**src/rtl/pio_input_conditioner_pkg.sv**
```systemverilog
// Shared constants, command decode and button-word packing for the PIO input
// conditioner. Every bit position of the host command word and of the button
// status word is defined here so that the RTL and any checker agree on one map.
// Optional feature macro: PIO_COND_IRQ_EN (adds the irq output).
package pio_cond_pkg;

  localparam int WORD_W = 32;

  // Host command word (cmd_word) fields
  localparam int CMD_STROBE_BIT  = 31;  // toggled by the host to issue a command
  localparam int CMD_CLR_LSB     = 4;   // sticky-flag clear mask, bits 7:4
  localparam int CMD_CLR_W       = 4;
  localparam int CMD_CNT_CLR_BIT = 8;   // clear the press counter
  localparam int CMD_IRQ_LSB     = 9;   // irq enable mask, bits 12:9
  localparam int CMD_IRQ_W       = 4;

  // Button status word (button_word) fields
  localparam int BTN_LEVEL_LSB  = 0;    // accepted key levels, bits 3:0
  localparam int BTN_STICKY_LSB = 4;    // sticky press flags, bits 7:4
  localparam int BTN_FIELD_W    = 4;
  localparam int BTN_ACK_BIT    = 15;   // echo of the last accepted strobe level
  localparam int BTN_CNT_LSB    = 16;   // press counter, bits 23:16
  localparam int BTN_CNT_W      = 8;

  // Decoded view of one command word against the registered strobe level
  typedef struct packed {
    logic                 strobe;    // strobe bit differs from its registered copy
    logic                 level;     // current strobe bit value
    logic [CMD_CLR_W-1:0] clr_mask;
    logic                 cnt_clr;
    logic [CMD_IRQ_W-1:0] irq_mask;
  } cmd_t;

  // Split a command word into its fields; a strobe is a change of bit 31
  function automatic cmd_t decode_cmd(input logic [WORD_W-1:0] word,
                                      input logic              prev_level);
    cmd_t c;
    c.level    = word[CMD_STROBE_BIT];
    c.strobe   = word[CMD_STROBE_BIT] ^ prev_level;
    c.clr_mask = word[CMD_CLR_LSB +: CMD_CLR_W];
    c.cnt_clr  = word[CMD_CNT_CLR_BIT];
    c.irq_mask = word[CMD_IRQ_LSB +: CMD_IRQ_W];
    return c;
  endfunction

  // Assemble the button status word; all bits outside the named fields are 0
  function automatic logic [WORD_W-1:0] pack_button_word(
      input logic [BTN_FIELD_W-1:0] level,
      input logic [BTN_FIELD_W-1:0] sticky,
      input logic                   ack,
      input logic [BTN_CNT_W-1:0]   cnt);
    logic [WORD_W-1:0] w;
    w = '0;
    w[BTN_LEVEL_LSB  +: BTN_FIELD_W] = level;
    w[BTN_STICKY_LSB +: BTN_FIELD_W] = sticky;
    w[BTN_ACK_BIT]                   = ack;
    w[BTN_CNT_LSB    +: BTN_CNT_W]   = cnt;
    return w;
  endfunction

endpackage

```
**src/rtl/pio_input_conditioner_if.sv**
```systemverilog
// Host-side bus of the PIO input conditioner: the command word written by the
// host PIO and the two status words read back by it.
// Handshake: the host issues a command by toggling cmd_word[31] (one command
// per change, no level sensitivity); the conditioner acknowledges by echoing
// that bit in button_word[15] one cycle after the change.
// Optional feature macro: PIO_COND_IRQ_EN (adds irq to the bus).
interface pio_input_conditioner_if;

  logic [31:0] cmd_word;
  logic [31:0] switch_word;
  logic [31:0] button_word;

`ifdef PIO_COND_IRQ_EN
  logic        irq;

  modport master (output cmd_word, input switch_word, input button_word, input irq);
  modport slave  (input cmd_word, output switch_word, output button_word, output irq);
`else
  modport master (output cmd_word, input switch_word, input button_word);
  modport slave  (input cmd_word, output switch_word, output button_word);
`endif

endinterface

```
**src/rtl/pio_input_conditioner_debounce_bit.sv**
```systemverilog
// One conditioned input bit: 2-flop synchronizer, stability counter and the
// accepted level. The accepted level only moves after the synchronized input
// has disagreed with it for DEBOUNCE_CYCLES consecutive cycles.
module debounce_bit #(
  parameter int   DEBOUNCE_CYCLES = 50000,
  parameter logic RESET_LEVEL     = 1'b0
) (
  input  logic clk_i,
  input  logic rst_ni,
  input  logic raw_i,
  output logic level_o
);

  // Counter only needs to hold 0..DEBOUNCE_CYCLES-1
  localparam int CNT_W = (DEBOUNCE_CYCLES > 1) ? $clog2(DEBOUNCE_CYCLES) : 1;
  localparam logic [CNT_W-1:0] CNT_LAST = CNT_W'(DEBOUNCE_CYCLES - 1);

  logic             sync1_q;
  logic             sync2_q;
  logic             level_q;
  logic             level_d;
  logic [CNT_W-1:0] cnt_q;
  logic [CNT_W-1:0] cnt_d;

  // Two-stage synchronizer; loads the idle level of the input during reset
  always_ff @(posedge clk_i) begin
    if (!rst_ni) begin
      sync1_q <= RESET_LEVEL;
      sync2_q <= RESET_LEVEL;
    end else begin
      sync1_q <= raw_i;
      sync2_q <= sync1_q;
    end
  end

  // Count cycles of disagreement; flip the level on the last one and restart
  always_comb begin
    level_d = level_q;
    cnt_d   = '0;
    if (sync2_q != level_q) begin
      if (cnt_q == CNT_LAST) begin
        level_d = sync2_q;
      end else begin
        cnt_d = cnt_q + CNT_W'(1);
      end
    end
  end

  // Accepted level and counter; reset discards any partial count
  always_ff @(posedge clk_i) begin
    if (!rst_ni) begin
      level_q <= RESET_LEVEL;
      cnt_q   <= '0;
    end else begin
      level_q <= level_d;
      cnt_q   <= cnt_d;
    end
  end

  assign level_o = level_q;

endmodule

```
**src/rtl/pio_input_conditioner.sv**
```systemverilog
// PIO input conditioner: debounces slide switches and push buttons, and keeps
// sticky press flags plus a press counter that the host clears by toggling
// cmd_word[31]. All host-visible outputs come straight from registers.
// Optional feature macro: PIO_COND_IRQ_EN (adds a registered irq output that
// ORs the sticky flags enabled by cmd_word[12:9]).
module pio_input_conditioner
  import pio_cond_pkg::*;
#(
  parameter int DEBOUNCE_CYCLES = 50000,
  parameter int SW_WIDTH        = 18,
  parameter int KEY_WIDTH       = 4
) (
  input  logic                     clk_clk,
  input  logic                     reset_reset_n,
  input  logic [SW_WIDTH-1:0]      sw_raw,
  input  logic [KEY_WIDTH-1:0]     key_raw_n,
  pio_input_conditioner_if.slave   host
);

  // Debounced levels straight out of the per-bit conditioners
  logic [SW_WIDTH-1:0]  sw_level;
  logic [KEY_WIDTH-1:0] key_level_n;
  logic [KEY_WIDTH-1:0] key_level;

  // Output registers and their next-state values
  logic [SW_WIDTH-1:0]  sw_out_q,   sw_out_d;
  logic [KEY_WIDTH-1:0] key_out_q,  key_out_d;
  logic [KEY_WIDTH-1:0] sticky_q,   sticky_d;
  logic [BTN_CNT_W-1:0] cnt_q,      cnt_d;
  logic                 cmd_prev_q, cmd_prev_d;

  logic [KEY_WIDTH-1:0] press_edge;
  logic [KEY_WIDTH-1:0] clr_mask;
  logic                 any_press;
  cmd_t                 cmd;

  // Only some command bits are decoded in a given build
  logic unused_cmd_bits;
  assign unused_cmd_bits = ^host.cmd_word;

  for (genvar g = 0; g < SW_WIDTH; g++) begin : g_sw
    debounce_bit #(
      .DEBOUNCE_CYCLES (DEBOUNCE_CYCLES),
      .RESET_LEVEL     (1'b0)
    ) u_debounce (
      .clk_i   (clk_clk),
      .rst_ni  (reset_reset_n),
      .raw_i   (sw_raw[g]),
      .level_o (sw_level[g])
    );
  end

  // Buttons idle high (released), so their synchronizers reset to 1
  for (genvar g = 0; g < KEY_WIDTH; g++) begin : g_key
    debounce_bit #(
      .DEBOUNCE_CYCLES (DEBOUNCE_CYCLES),
      .RESET_LEVEL     (1'b1)
    ) u_debounce (
      .clk_i   (clk_clk),
      .rst_ni  (reset_reset_n),
      .raw_i   (key_raw_n[g]),
      .level_o (key_level_n[g])
    );
  end

  assign key_level = ~key_level_n;
  assign cmd       = decode_cmd(host.cmd_word, cmd_prev_q);

  // Press detection, sticky flag and counter updates, command handling
  always_comb begin
    sw_out_d   = sw_level;
    key_out_d  = key_level;
    cmd_prev_d = cmd.level;
    // A press edge is a newly accepted level that the output has not shown yet
    press_edge = key_level & ~key_out_q;
    any_press  = |press_edge;
    clr_mask   = '0;
    if (cmd.strobe) begin
      clr_mask = cmd.clr_mask[KEY_WIDTH-1:0];
    end
    // Set wins over clear when both hit the same flag in one cycle
    sticky_d = (sticky_q & ~clr_mask) | press_edge;
    if (cmd.strobe && cmd.cnt_clr) begin
      cnt_d = any_press ? BTN_CNT_W'(1) : '0;
    end else begin
      cnt_d = cnt_q + BTN_CNT_W'(any_press);
    end
  end

  // Host-visible state registers
  always_ff @(posedge clk_clk) begin
    if (!reset_reset_n) begin
      sw_out_q   <= '0;
      key_out_q  <= '0;
      sticky_q   <= '0;
      cnt_q      <= '0;
      cmd_prev_q <= 1'b0;
    end else begin
      sw_out_q   <= sw_out_d;
      key_out_q  <= key_out_d;
      sticky_q   <= sticky_d;
      cnt_q      <= cnt_d;
      cmd_prev_q <= cmd_prev_d;
    end
  end

  assign host.switch_word = WORD_W'(sw_out_q);
  assign host.button_word = pack_button_word(BTN_FIELD_W'(key_out_q),
                                             BTN_FIELD_W'(sticky_q),
                                             cmd_prev_q, cnt_q);

`ifdef PIO_COND_IRQ_EN
  logic irq_q, irq_d;

  // irq follows the sticky flags that will be visible alongside it
  always_comb begin
    irq_d = |(BTN_FIELD_W'(sticky_d) & cmd.irq_mask);
  end

  // Registered interrupt request
  always_ff @(posedge clk_clk) begin
    if (!reset_reset_n) begin
      irq_q <= 1'b0;
    end else begin
      irq_q <= irq_d;
    end
  end

  assign host.irq = irq_q;
`endif

endmodule

```
**src/flat_wrapper.sv**
```systemverilog
// flat-port wrapper written by rule: the top's interface ports become plain ports
module pio_input_conditioner_flat import pio_cond_pkg::*;
#(
  parameter int DEBOUNCE_CYCLES = 50000,
  parameter int SW_WIDTH        = 18,
  parameter int KEY_WIDTH       = 4
)
  (clk_clk, reset_reset_n, sw_raw, key_raw_n, host_cmd_word, host_switch_word, host_button_word);
  pio_input_conditioner_if host_i ();
  input  logic clk_clk;
  input  logic reset_reset_n;
  input  logic [SW_WIDTH-1:0] sw_raw;
  input  logic [KEY_WIDTH-1:0] key_raw_n;
  input wire logic [$bits(host_i.cmd_word)-1:0] host_cmd_word;
  output wire logic [$bits(host_i.switch_word)-1:0] host_switch_word;
  output wire logic [$bits(host_i.button_word)-1:0] host_button_word;
  assign host_i.cmd_word = host_cmd_word;
  assign host_switch_word = host_i.switch_word;
  assign host_button_word = host_i.button_word;
  pio_input_conditioner #(.DEBOUNCE_CYCLES(DEBOUNCE_CYCLES), .SW_WIDTH(SW_WIDTH), .KEY_WIDTH(KEY_WIDTH)) u_core (.clk_clk(clk_clk), .reset_reset_n(reset_reset_n), .sw_raw(sw_raw), .key_raw_n(key_raw_n), .host(host_i));
endmodule
```
**config.mk**
```make
export PLATFORM = sky130hd
export DESIGN_NAME = pio_input_conditioner_flat
export DESIGN_NICKNAME = d
export VERILOG_FILES = /design/src/rtl/pio_input_conditioner_pkg.sv /design/src/rtl/pio_input_conditioner_if.sv /design/src/rtl/pio_input_conditioner_debounce_bit.sv /design/src/rtl/pio_input_conditioner.sv /design/src/flat_wrapper.sv
export SDC_FILE = /design/constraint.sdc
export NUM_CORES = 1
export LEC_CHECK = 0
export ABC_CLOCK_PERIOD_IN_PS = 2250
export CAP_MARGIN = 25
export CORE_MARGIN = 2
export CORE_UTILIZATION = 50
export CTS_CLUSTER_SIZE = 20
export DETAILED_ROUTE_END_ITERATION = 8
export PLACE_DENSITY_LB_ADDON = 0.3
export SYNTH_ARGS = -nofsm -noshare
export SYNTH_HDL_FRONTEND = slang
export SYNTH_HIERARCHICAL = 1
export SYNTH_SLANG_ARGS = --single-unit
```
**constraint.sdc**
```tcl
create_clock -name clk_clk -period 2.25 [get_ports clk_clk]
set_input_delay 0.675 -clock clk_clk [delete_from_list [all_inputs] [get_ports clk_clk]]
set_output_delay 0.675 -clock clk_clk [all_outputs]
set_load 0.01 [all_outputs]
```
# After elaboration in Yosys (flattened, before gate mapping)
# Index checks and enable logic that the tools add are counted.
# totals
regBits	453
output_inout_bits	64
# op_classes
bitwise_logic	30
n_addsub	23
n_mux	3
n_reduce_logical	46
n_eq_ne	44
# op_table
operator	n
16-bit by 1-bit adder with 16-bit output (second input constant)	22
16-bit == test (second input constant)	22
3-bit OR reduction	22
2-bit AND reduction	22
1-bit inverter	23
1-bit != test	22
4-bit inverter	3
8-bit by 1-bit adder with 8-bit output	1
4-bit bitwise AND	2
8-bit two-way mux	1
4-bit two-way mux	1
4-bit OR	1
4-bit OR reduction	1
1-bit logical AND	1
1-bit two-way mux	1
1-bit bitwise XOR	1

# Logic depth before layout (Yosys ltp)
# Gate-level depths: netlist of run 1.
# depth
ltp_word	5
ltp_mapped	7

# Cells and area by module
# Netlist of run 1, hierarchy kept.
# modules_own_cells
module	area_per_inst_um2	cells_each	seq_area_each_um2	instances
debounce_bit at u_core.g_sw[0].u_debounce ...	837.1	87	380.4	17
debounce_bit at u_core.g_key[0].u_debounce ...	810.8	87	380.4	4
pio_input_conditioner	1352.5	136	700.7	1
debounce_bit at u_core.g_sw[3].u_debounce	803.3	87	380.4	1

# Worst setup path before layout of run 1
# OpenSTA, ideal clock, no wires.
# synth_path
kind	register to register
startpoint	register u_core.g_key[0].u_debounce.cnt_q[10]
endpoint	register u_core.g_key[0].u_debounce.cnt_q[11]
path_stages_with_launch	6
period_less_slack_ns	1.792
t_arrival_ns	1.677
slack_ns	0.458
setup_ns	0.115
path_cell_list	dfxtp_1 -> or4b_1 -> or4_4 -> nand3_4 -> buf_8 -> nor2_1
# synth_between
elab_chain_len	2
# synth_rtl
element	line_no	rtl
start: declaration	pio_input_conditioner_debounce_bit.sv:22	logic [CNT_W-1:0] cnt_q;
start signal: assignment	pio_input_conditioner_debounce_bit.sv:56	cnt_q <= cnt_d;
branches (longest 2 deep; another with 16-bit by 1-bit adder with 16-bit output)	--	
# Parallel ways; which one is timed is not known.
# A chain may end at the register's enable or synchronous reset.

# Worst setup path after layout of run 1
# layout_path
startpoint	register u_core.cmd_prev_q
endpoint	output port host_button_word[15]
# layout_rtl
element	line_no	rtl
start: declaration	pio_input_conditioner.sv:30	logic cmd_prev_q, cmd_prev_d;
start signal: assignment	pio_input_conditioner.sv:103	cmd_prev_q <= cmd_prev_d;
end: declaration	flat_wrapper.sv:16	output wire logic [$bits(host_i.button_word)-1:0] host_button_word;
# No word-level cell between the ends.

==> reports/metrics.csv, run 1 <==
stage,metric,value,unit
status,status,"finished, final reports clean",
timing,setup tns final,0,ns
drt,post-detailed-route wirelength per cell,11.9,µm
drt,Pre-Repair DR Iteration Count,5,
setup_path,CP Class,reg -> out,
timing,Setup Skew,0.00876,ns
setup_path,worst endpoint required time,1.57,ns
global_routing,met2 usage,27.2,%
setup_path,slowest cell delay on critical path,0.56,ns
clock_network,hold_buf cts,0,
drt,Residual DRC,0,
die,Top Ports,120,
job,max-cap violations,0,
die,Die H,202,µm
clock_network,TritonCTS clock tree,yes,
clock_network,H-Tree Depth,2,
synth,cell area after synthesis,19600,µm²
synth,"Seq/Total Area, Yosys",46.2,%
setup_path,startpoint type of the worst setup path,register,
global_routing,grt ovf,0,
power_and_ir_drop,Total Power,0.0162,W
synth,"Async S/R FF share, synth",0,%
placed_design,Routability Congestion,0.763,
synth,post-synth cell types,45,
placed_design,"worst slack, placed",0.286,ns
setup_path,Worst Path Max Fanout,3,
setup_path,CP arrival,1.51,ns
drt,via count,13600,
timing,Worst Slack Setup Final,0.0660,ns
setup_path,CP cell instances,clkdlybuf4s50_1,
drt,Via density,5.02,
clock_network,CTS Buf Count,50,
final_layout,Nets,2228,
global_routing,vias in the first global route,13100,
global_routing,antenna violations before repair,0,
timing,fin crit period,2.18,ns
placed_design,# placed instances,2614,
drt,post-route ant nets,0,
power_and_ir_drop,pwr dens,731,nW/µm²
global_routing,largest net degree at the start of global routing,65,
power_and_ir_drop,maximum VDD drop,0.580,mV
die,die area,40900,µm²
timing,period utilisation layout,97.1,%
die,Initial Util,50.7,%
worst_hold_path,Hold Crit Class,in -> reg,
setup_path,WP buf/inv,1,
clock_network,worst-skew pair later-pin latency,0.57,ns
final_layout,Final Instance Count excl. Fillers,2702,
timing,Final Max Slew Viols,0,
timing,Hold Fails Final Rpt,0,
synth,Post-synth EDFFs,0,
global_routing,GR peak layer,met2,
clock_network,clk buf depth,3,
timing,achievable frequency,458,MHz
placed_design,post-DP HPWL,21.3,mm
global_routing,GRT Total Usage,15.8,%
die,Rows,72,
die,CORE AREA,38700,µm²
setup_path,"Largest delay share family, worst path",buffers and inverters,
final_layout,layout cells sized above 1,9.94,%
drt,Detailed Route Iter0 Violations,468,
timing,final setup violation count,0,
global_routing,GR met3 Demand/Resource,3.14,%
placed_design,IO buf count,64,
global_routing,first-pass GRT wire length,56.5,mm
synth,Synthesis Warnings,6,
clock_network,Root Driver,clkbuf_16,
final_layout,Synth-to-Final Area Change,13.3,%
synth,post-synthesis average cell area,9.58,µm²
clock_network,postcts setup bufs,0,
synth,Syn Inst Count,2050,
synth,Seq cells post-synth,453,
die,die width,202,µm
setup_path,Worst path slowest cell,clkdlybuf4s50_1,
clock_network,Worst-path clk slew,0.06,ns
setup_path,Worst Setup End Kind,output pin,
final_layout,n_diodes,0,
drt,final wirelength,32.2,mm
synth,"Top FF cell, synth",dfxtp_1,
global_routing,met1 usage,19.5,%
clock_network,clock sinks,453,
timing,RSZ-0062 raised after global routing,no,
power_and_ir_drop,P_leak,6.84,nW
## cell usage in the layout (no fill, tap or decap), drive strengths merged, types with 8 or more instances in the layout
cell / instances
and2: 55
inv: 90
nor4b: 18
buf: 9
clkdlybuf4s50: 61
nor2: 449
mux2i: 22
conb: 29
nor3: 88
nor4bb: 36
clkbuf: 76
dfxtp: 453
ha: 24
nand2b: 8
nand4: 68
or4b: 8
nand2: 73
xor2: 49
clkinv: 9
nand3: 134
nor4: 65
xnor2: 285
nor2b: 18
nand4b: 22
## layer usage
metal,share of wire [%],wire [µm]
met3,3.9,1240
met5,0,0
met1,47,15300
met2,47,15000
met4,2.2,699
## through the flow
step                      util, %  instance area, µm²  hold slack (ns)
after floorplan                 -               19700            0.386
after global placement       53.2               20600            0.391
after detailed placement     53.2               20600            0.392
after CTS                    57.4               22200            0.303
after global routing         57.4               22200            0.322
final                        57.4               22200            0.337
## where the power goes
group	leakage, nW	total (W)	switching (W)	internal, W
sequential	3.66	0.00810	0.0000286	0.00808
combinational	2.38	0.000249	0.000144	0.000105
clock	0.798	0.00789	0.00309	0.00480
total	6.84	0.0162	0.00326	0.0130
## cells in the mapped netlist, types with 2 or more instances
master,count,area share (%)
ha_1,24,1.5
mux2i_1,22,1.1
nand2_1,72,1.4
o21a_1,4,0.15
nor4b_1,18,0.80
nand3_1,96,2.4
or4_4,5,0.29
nand4_4,17,1.8
o21ai_0,3,0.076
xnor2_1,285,13
nand3_2,34,1.7
buf_4,30,1.1
buf_8,4,0.31
buf_6,17,0.98
nor4_2,51,3.3
a21boi_0,4,0.15
nor4bb_1,36,1.8
nand4_1,50,1.6
and2_1,55,1.8
or3_1,4,0.13
nor3_1,88,2.2
nand4b_1,22,0.98
nor2_1,432,8.3
nor4_1,14,0.45
nor2_2,17,0.54
clkbuf_1,2,0.038
nor2b_1,18,0.57
nand3_4,4,0.36
a21oi_1,4,0.10
xor2_1,49,2.2
nand2b_1,8,0.25
or4b_4,4,0.28
inv_1,90,1.7
dfxtp_1,453,46
or4b_1,4,0.20
## worst paths after layout
path,depth (start not counted),slack [ns],endpoint,startpoint
max,1,0.07,host_button_word[15],u_core/cmd_prev_q$_SDFF_PN0_
min,2,0.34,u_core/g_key[2].u_debounce/sync1_q$_SDFF_PN1_,reset_reset_n
max reg2reg,7,0.31,u_core/cnt_q[4]$_SDFF_PP0_,u_core/g_key[3].u_debounce/level_o$_SDFFE_PN1P_
min reg2reg,1,0.40,u_core/g_key[3].u_debounce/sync2_q$_SDFF_PN1_,u_core/g_key[3].u_debounce/sync1_q$_SDFF_PN1_
## cell type report
cell class	instances	area, µm²
clock buffers	76	1500
clock inverters	12	116
repair buffers	72	724
flip-flops and latches	453	9070
well taps	518	648
multi-input cells	1481	9840
fillers	3364	16500
inverters	90	338
## repair_timing
| item | 4_1_cts | 5_1_grt |
|---|---|---|
| resized for setup | 1 | 1 |
| endpoints found under the setup margin | 1 | 1 |
| hold endpoints to repair | 0 | 0 |
## registers in the layout, indices dropped and copies added, names as in the netlist
signal / cells
u_core/g_sw.u_debounce/cnt_q: 288
u_core/g_key.u_debounce/cnt_q: 64
u_core/g_sw.u_debounce/level_o: 18
u_core/g_sw.u_debounce/sync1_q: 18
u_core/g_sw.u_debounce/sync2_q: 18
u_core/sw_out_q: 18
u_core/cnt_q: 8
u_core/g_key.u_debounce/level_o: 4
u_core/g_key.u_debounce/sync1_q: 4
u_core/g_key.u_debounce/sync2_q: 4
u_core/key_out_q: 4
u_core/sticky_q: 4
u_core/cmd_prev_q: 1
## cell families (layout without fill, tap and decap cells)
family / Yosys count / in the layout / share of synthesized area (%)
simple gates: 1053 / 1053 / 31.4
mux: 22 / 22 / 1.12
flops: 453 / 453 / 46.2
buf+inv: 144 / 250 / 4.21
other cells: 1 / 29 / 0.0191
xor+xnor: 334 / 334 / 14.9
compound gates: 19 / 19 / 0.637
fa+ha+maj: 24 / 24 / 1.53
No activity file was read; power rests on OpenSTA's default activity.
==> inputs of run 2 (changes only) <==
- SYNTH_HIERARCHICAL: 1 -> default
==> run 2 against run 1 <==
Against the previous run:
- die area down 3.2%
- setup slack got worse by 0.012 ns
- first-iteration DRC count rose by 23%
- worst hold slack better by 0.072 ns
- global-route usage is 1.6 points higher
- critical path type unchanged
==> reports/metrics.csv, run 2 <==
stage,metric,value,unit,change
timing,Worst-Margin Slew,0.605,ns,
global_routing,GR peak layer,met2,,
timing,Worst Slack Setup Final,0.0543,ns,-0.0117 ns
die,die width,199,µm,-1.6%
synth,post-synth cell types,46,,+2.2%
final_layout,layout cells sized above 1,5.60,%,-4.3 points
placed_design,"worst slack, placed",0.131,ns,-0.156 ns
power_and_ir_drop,P_leak,7.05,nW,+3.1%
power_and_ir_drop,maximum VDD drop,0.664,mV,+15%
final_layout,Synth-to-Final Area Change,15.1,%,
timing,Setup Skew,0.0130,ns,+0.00427 ns
worst_hold_path,Hold Crit Class,reg -> reg,,
synth,synth cell count leaders,"453 x dfxtp_1, 403 x nor2_1, 237 x xnor2_1, 136 x nand3_1, 93 x nor4_1",,
final_layout,FILL cells,3266,,-2.9%
clock_network,hold_buf cts,0,,unchanged
clock_network,CTS Buf Count,46,,-8.0%
placed_design,post-DP HPWL,23.2,mm,+8.5%
setup_path,WP buf/inv,1,,unchanged
job,max-cap violations,0,,unchanged
power_and_ir_drop,Cell Int Power,0.0133,W,+2.8%
timing,fin crit period,2.20,ns,+0.0117 ns
clock_network,H-Tree Depth,2,,unchanged
drt,final wirelength,34.2,mm,+5.9%
synth,"Top FF cell, synth",dfxtp_1,,
timing,final setup violation count,0,,unchanged
timing,setup tns final,0,ns,unchanged
power_and_ir_drop,Reg power frac,48.8,%,-1.1 points
power_and_ir_drop,Clk pwr share,49.6,%,+1.0 points
drt,Via density,5.14,,+2.3%
timing,Final Max Slew Viols,0,,unchanged
setup_path,R2R cell count,4,,-3
synth,Seq cells post-synth,453,,unchanged
synth,cell area after synthesis,19000,µm²,-3.3%
clock_network,post_cts resized,0,,-1
setup_path,worst r2r src,u_core.g_sw[8].u_debounce.cnt_q[5]$_SDFF_PP0_,,
final_layout,"most common cell after layout, fill and taps aside",dfxtp_1,,
die,Initial Util,50.5,%,-0.13 points
setup_path,startpoint type of the worst setup path,register,,
global_routing,vias in the first global route,13200,,+0.44%
drt,post-detailed-route wirelength per cell,12.4,µm,+4.3%
synth,cell taking the most area after synthesis,dfxtp_1,,
timing,hold slack final,0.409,ns,+0.0724 ns
timing,RSZ-0062 raised after global routing,no,,
die,die area,39600,µm²,-3.2%
timing,period utilisation layout,97.6,%,+0.52 points
worst_hold_path,WHS Endpoint,u_core.g_key[2].u_debounce.sync2_q$_SDFF_PN1_,,
final_layout,Largest regs,"u_core.g_sw.u_debounce.cnt_q x288, u_core.g_key.u_debounce.cnt_q x64",,
setup_path,slowest cell delay on critical path,0.57,ns,about the same
final_layout,n_diodes,0,,unchanged
die,Rows,71,,-1.4%
global_routing,largest net degree at the start of global routing,29,,-55%
clock_network,Worst-path clk slew,0.07,ns,about the same
synth,top post-synthesis cells by area,"dfxtp_1 48%, xnor2_1 11%, nor2_1 8.0%",,
final_layout,"commonest cells after routing, fill and taps aside","452 x dfxtp_1, 403 x nor2_1, 237 x xnor2_1",,
synth,top-count cell post-synth,dfxtp_1,,
power_and_ir_drop,pwr dens,760,nW/µm²,+4.0%
drt,post-route ant nets,0,,unchanged
synth,Syn Inst Count,2108,,+2.8%
worst_hold_path,hold path startpoint,u_core.g_key[2].u_debounce.sync1_q$_SDFF_PN1_,,
clock_network,worst-skew pair later-pin latency,0.55,ns,-0.02 ns
drt,Detailed Route Iter0 Violations,576,,+23%
setup_path,R2R Setup Slk,0.15,ns,-0.16 ns
synth,post-synthesis average cell area,9.01,µm²,-5.9%
global_routing,antenna violations before repair,0,,unchanged
clock_network,postcts setup bufs,0,,unchanged
global_routing,met2 usage,28.7,%,+1.4 points
setup_path,CP arrival,1.52,ns,about the same
power_and_ir_drop,Gate power share,1.6,%,about the same
worst_hold_path,Hold Crit Depth,1,,-1
final_layout,max reg flops,288,,unchanged
setup_path,"Largest delay share family, worst path",buffers and inverters,,
final_layout,Top reg by flops,u_core.g_sw.u_debounce.cnt_q,,
synth,Post-synth EDFFs,0,,unchanged
clock_network,Root Driver,clkbuf_16,,
synth,"Seq/Total Area, Yosys",47.8,%,+1.6 points
global_routing,met1 usage,23.0,%,+3.5 points
placed_design,Routability Congestion,0.817,,+7.1%
die,CORE AREA,37600,µm²,-3.0%
timing,Hold Fails Final Rpt,0,,unchanged
synth,"Async S/R FF share, synth",0,%,unchanged
die,Die H,199,µm,-1.6%
power_and_ir_drop,Psw,0.00326,W,about the same
global_routing,GRT Total Usage,17.3,%,+1.6 points
setup_path,Worst path slowest cell,clkdlybuf4s50_1,,
global_routing,first-pass GRT wire length,58.9,mm,+4.2%
drt,Pre-Repair DR Iteration Count,7,,+2
setup_path,Worst Path Max Fanout,5,,+2
setup_path,CP cell instances,clkdlybuf4s50_1,,
clock_network,TritonCTS clock tree,yes,,
setup_path,CP Class,reg -> out,,
synth,top cell type's share of synthesized area,47.8,%,+1.6 points
power_and_ir_drop,switch share,19.7,%,-0.44 points
placed_design,IO buf count,64,,unchanged
clock_network,clk buf depth,3,,unchanged
setup_path,worst endpoint required time,1.57,ns,about the same
drt,Residual DRC,0,,unchanged
clock_network,clock sinks,453,,unchanged
final_layout,Nets,2279,,+2.3%
timing,achievable frequency,455,MHz,-0.53%
die,Top Ports,120,,unchanged
setup_path,Worst Setup End Kind,output pin,,
global_routing,grt ovf,0,,unchanged
setup_path,worst reg2reg path endpoint,u_core.g_sw[8].u_debounce.cnt_q[5]$_SDFF_PP0_,,
drt,via count,14100,,+3.9%
global_routing,GR met3 Demand/Resource,3.17,%,+0.026 points
status,status,"finished, final reports clean",,
timing,Rel. slew slack,59.6,%,
synth,Synthesis Warnings,0,,-6
final_layout,fin util,58.2,%,+0.75 points
run 2: worst max-delay path by stage:
stage | from | endpoint | slack, ns | depth (start not counted)
after floorplan | u_core.g_sw[7].u_debounce.cnt_q[0]$_SDFF_PP0_ | u_core.g_sw[7].u_debounce.cnt_q[10]$_SDFF_PP0_ | 0.29 | 6
after CTS | u_core.cnt_q[2]$_SDFF_PP0_ | host_button_word[18] | 0.01 | 1
after global placement | u_core.g_sw[8].u_debounce.cnt_q[5]$_SDFF_PP0_ | u_core.g_sw[8].u_debounce.cnt_q[11]$_SDFF_PP0_ | 0.19 | 4
after detailed placement | u_core.g_sw[8].u_debounce.cnt_q[5]$_SDFF_PP0_ | u_core.g_sw[8].u_debounce.cnt_q[15]$_SDFF_PP0_ | 0.13 | 4
final | u_core.cnt_q[3]$_SDFF_PP0_ | host_button_word[19] | 0.05 | 1
after global routing | u_core.cnt_q[3]$_SDFF_PP0_ | host_button_word[19] | 0.0005 | 1
run 2: through the flow:
stage                     cell area, µm²  std cells  power, W
after floorplan                    19100       2136   0.00847
after global placement             20200       2662   0.00854
after detailed placement           20200       2662   0.00855
after CTS                          21800       2745    0.0168
after global routing               21900       2745    0.0172
final                              21900       2745    0.0166
run 2: cell type report:
cell class	instances	area [µm²]	share of cell area [%]
clock buffer	66	1410	6.45
multi-input combinational	1520	9270	42.4
sequential	453	9070	41.5
inverter	89	334	1.53
timing repair buffer	89	853	3.90
clock inverter	17	275	1.26
tap	511	639	2.93
run 2: metal layers:
layer	part of all wire, %	vias to the layer above
met3	4.0	56
met4	2.0	0
met2	45	213
met5	0	-
li1	-	7285
met1	49	6545
run 2: kinds of logic after synthesis:
family	count (synthesis)	synth area share, %
other cells	1	0.0197
buf+inv	163	3.99
simple gates	1084	29.1
compound gates	37	1.44
mux	21	1.11
xor+xnor	325	15.0
flops	453	47.8
fa+ha+maj	24	1.58
run 2: power by group through the flow:
stage | combinational [W] | sequential (W) | clock [W]
after floorplan | 0.000196 | 0.00827 | 0
after detailed placement | 0.000269 | 0.00828 | 0
final | 0.000267 | 0.00810 | 0.00824
after CTS | 0.000272 | 0.00810 | 0.00846
after global routing | 0.000298 | 0.00810 | 0.00878
after global placement | 0.000264 | 0.00828 | 0
==> inputs of run 3 (changes only) <==
- CELL_PAD_IN_SITES_DETAIL_PLACEMENT: default -> 2
- CELL_PAD_IN_SITES_GLOBAL_PLACEMENT: default -> 2
- CORE_UTILIZATION: 50 -> 37
- SKIP_CTS_REPAIR_TIMING: default -> 1
==> run 3 against run 2 <==
Against the previous run:
- sequential share of layout area is 0.60 points lower
- final cell count is 6.7% higher
- cell area is 1.5% higher
- worst hold slack better by 0.0034 ns
- critical path depth stayed put
- die area is 34% higher
- fmax is 0.42% lower
- register-to-register slack worse by 0.02 ns
- via count is 5.2% higher
- clock power is 2.9% higher
- setup slack worse by 0.0093 ns
==> reports/metrics.csv, run 3 (same netlist as run 2, synthesis figures left out) <==
stage,metric,value,unit,change
drt,Via density,5.06,,-1.5%
final_layout,"most common cell after layout, fill and taps aside",dfxtp_1,,
setup_path,R2R Setup Slk,0.13,ns,-0.02 ns
drt,Residual DRC,0,,unchanged
global_routing,grt ovf,0,,unchanged
final_layout,area of the multi-input gates,9270,µm²,unchanged
setup_path,end of the critical path,host_button_word[22],,
drt,Detailed Route Iter0 Violations,401,,-30%
placed_design,"worst slack, placed",0.0957,ns,-0.0349 ns
clock_network,H-Tree Depth,2,,unchanged
placed_design,IO buf count,64,,unchanged
power_and_ir_drop,pwr dens,760,nW/µm²,about the same
power_and_ir_drop,Gate power share,1.6,%,about the same
final_layout,fin area,22200,µm²,+1.5%
global_routing,antenna violations before repair,0,,unchanged
power_and_ir_drop,Clk pwr share,50.3,%,+0.7 points
final_layout,Synth-to-Final Area Change,16.8,%,
clock_network,Worst-path clk slew,0.06,ns,about the same
timing,RSZ-0062 raised after global routing,no,,
final_layout,n_diodes,0,,unchanged
die,die width,231,µm,+16%
global_routing,GRT Total Usage,17.4,%,+0.11 points
setup_path,Worst Path Max Fanout,3,,-2
placed_design,placed cell area,20400,µm²,+1.3%
setup_path,"Largest delay share family, worst path",buffers and inverters,,
power_and_ir_drop,switch share,21.3,%,+1.6 points
final_layout,Top reg by flops,u_core.g_sw.u_debounce.cnt_q,,
setup_path,CP Class,reg -> out,,
setup_path,CP arrival,1.53,ns,about the same
placed_design,# placed instances,2836,,+6.5%
final_layout,layout cells sized above 1,6.13,%,+0.54 points
die,Initial Util,37.2,%,-13 points
power_and_ir_drop,Psw,0.00359,W,+10%
final_layout,Final Instance Count excl. Fillers,2930,,+6.7%
global_routing,largest net degree at the start of global routing,52,,+79%
placed_design,post-DP HPWL,30.8,mm,+33%
setup_path,worst endpoint required time,1.57,ns,about the same
setup_path,worst r2r src,u_core.g_sw[8].u_debounce.cnt_q[4]$_SDFF_PP0_,,
final_layout,Largest regs,"u_core.g_sw.u_debounce.cnt_q x288, u_core.g_key.u_debounce.cnt_q x64",,
setup_path,CP cell instances,clkdlybuf4s50_1,,
drt,post-detailed-route wirelength per cell,15.6,µm,+26%
die,die area,53200,µm²,+34%
timing,Setup Skew,0.0159,ns,+0.00284 ns
setup_path,CP startpoint,u_core.cnt_q[6]$_SDFF_PP0_,,
drt,final wirelength,45.8,mm,+34%
power_and_ir_drop,Reg power frac,48.1,%,-0.7 points
setup_path,worst reg2reg path endpoint,u_core.g_sw[8].u_debounce.cnt_q[9]$_SDFF_PP0_,,
setup_path,slowest cell delay on critical path,0.56,ns,about the same
clock_network,worst-skew pair later-pin latency,0.60,ns,+0.05 ns
job,max-cap violations,0,,unchanged
power_and_ir_drop,Total Power,0.0169,W,+1.6%
clock_network,Root Driver,clkbuf_16,,
timing,Worst Slack Setup Final,0.0449,ns,-0.00931 ns
final_layout,Nets,2290,,+0.48%
setup_path,startpoint type of the worst setup path,register,,
drt,post-route ant nets,0,,unchanged
die,CORE AREA,51000,µm²,+36%
timing,achievable frequency,454,MHz,-0.42%
setup_path,R2R cell count,4,,unchanged
power_and_ir_drop,Cell Int Power,0.0133,W,-0.51%
global_routing,vias in the first global route,16200,,+22%
drt,via count,14800,,+5.2%
timing,final setup violation count,0,,unchanged
power_and_ir_drop,maximum VDD drop,0.548,mV,-18%
placed_design,Routability Congestion,0.765,,-6.4%
timing,period utilisation layout,98.0,%,+0.41 points
final_layout,max reg flops,288,,unchanged
timing,Rel. slew slack,55.7,%,-3.9 points
status,status,"finished, final reports clean",,
timing,Hold Fails Final Rpt,0,,unchanged
final_layout,"commonest cells after routing, fill and taps aside","451 x dfxtp_1, 403 x nor2_1, 237 x xnor2_1",,
clock_network,clock sinks,453,,unchanged
final_layout,flip-flop and latch area,9070,µm²,about the same
setup_path,Worst Setup End Kind,output pin,,
setup_path,Worst path slowest cell,clkdlybuf4s50_1,,
timing,Worst-Margin Slew,0.663,ns,+0.0583 ns
setup_path,WP depth,1,,unchanged
global_routing,first-pass GRT wire length,79.0,mm,+34%
final_layout,FILL cells,5562,,+70%
setup_path,WP buf/inv,1,,unchanged
timing,fin crit period,2.21,ns,+0.00931 ns
die,Die H,231,µm,+16%
die,Rows,83,,+17%
drt,Pre-Repair DR Iteration Count,4,,-3
worst_hold_path,Hold Crit Class,reg -> reg,,
clock_network,clk buf depth,3,,unchanged
timing,hold slack final,0.413,ns,+0.00336 ns
clock_network,CTS Buf Count,52,,+13%
timing,Final Max Slew Viols,0,,unchanged
clock_network,TritonCTS clock tree,yes,,
die,Top Ports,120,,unchanged
power_and_ir_drop,P_leak,7.22,nW,+2.5%
[run 3: metrics by stage]
| stage | util (%) | setup TNS [ns] |
|---|---|---|
| 6_report | 43.5 | 0 |
| 5_1_grt | 43.5 | 0 |
| 4_1_cts | 43.4 | -0.287 |
| 3_5_place_dp | 40.1 | 0 |
| 3_3_place_gp | 40.1 | 0 |
| 2_1_floorplan | - | 0 |
[run 3: worst min-delay path by stage]
| stage | from | endpoint | slack [ns] | cells after the start |
|---|---|---|---|---|
| finish | u_core.g_key[1].u_debounce.sync1_q$_SDFF_PN1_ | u_core.g_key[1].u_debounce.sync2_q$_SDFF_PN1_ | 0.41 | 1 |
| global route | u_core.g_key[2].u_debounce.sync1_q$_SDFF_PN1_ | u_core.g_key[2].u_debounce.sync2_q$_SDFF_PN1_ | 0.43 | 1 |
| CTS | reset_reset_n | u_core.g_sw[11].u_debounce.level_o$_SDFFE_PN0P_ | 0.40 | 3 |
| detailed placement | u_core.g_key[0].u_debounce.sync1_q$_SDFF_PN1_ | u_core.g_key[0].u_debounce.sync2_q$_SDFF_PN1_ | 0.40 | 1 |
| global placement | u_core.g_key[2].u_debounce.sync1_q$_SDFF_PN1_ | u_core.g_key[2].u_debounce.sync2_q$_SDFF_PN1_ | 0.39 | 1 |
| floorplan | u_core.g_key[0].u_debounce.sync1_q$_SDFF_PN1_ | u_core.g_key[0].u_debounce.sync2_q$_SDFF_PN1_ | 0.39 | 1 |
[run 3: power groups by stage]
| stage | Clock (W) | Sequential, W | Combinational [W] |
|---|---|---|---|
| after detailed placement | 0 | 0.00828 | 0.000277 |
| final | 0.00848 | 0.00811 | 0.000273 |
| after floorplan | 0 | 0.00827 | 0.000196 |
| after global routing | 0.00913 | 0.00811 | 0.000310 |
| after CTS | 0.00880 | 0.00810 | 0.000281 |
| after global placement | 0 | 0.00828 | 0.000267 |
[run 3: routing by layer]
layer | track usage, % | share of wire, %
met5 | 0 | 0
met4 | 5.40 | 2.1
met3 | 2.83 | 3.0
met2 | 31.8 | 50
met1 | 20.9 | 45
[run 3: area by class of cell]
class	instances	area share (%)
clock inverter	15	0.609
tap	680	3.84
timing repair buffer	94	4.14
clock buffer	79	7.19
multi-input combinational	1520	41.8
sequential	453	40.9
inverter	89	1.51
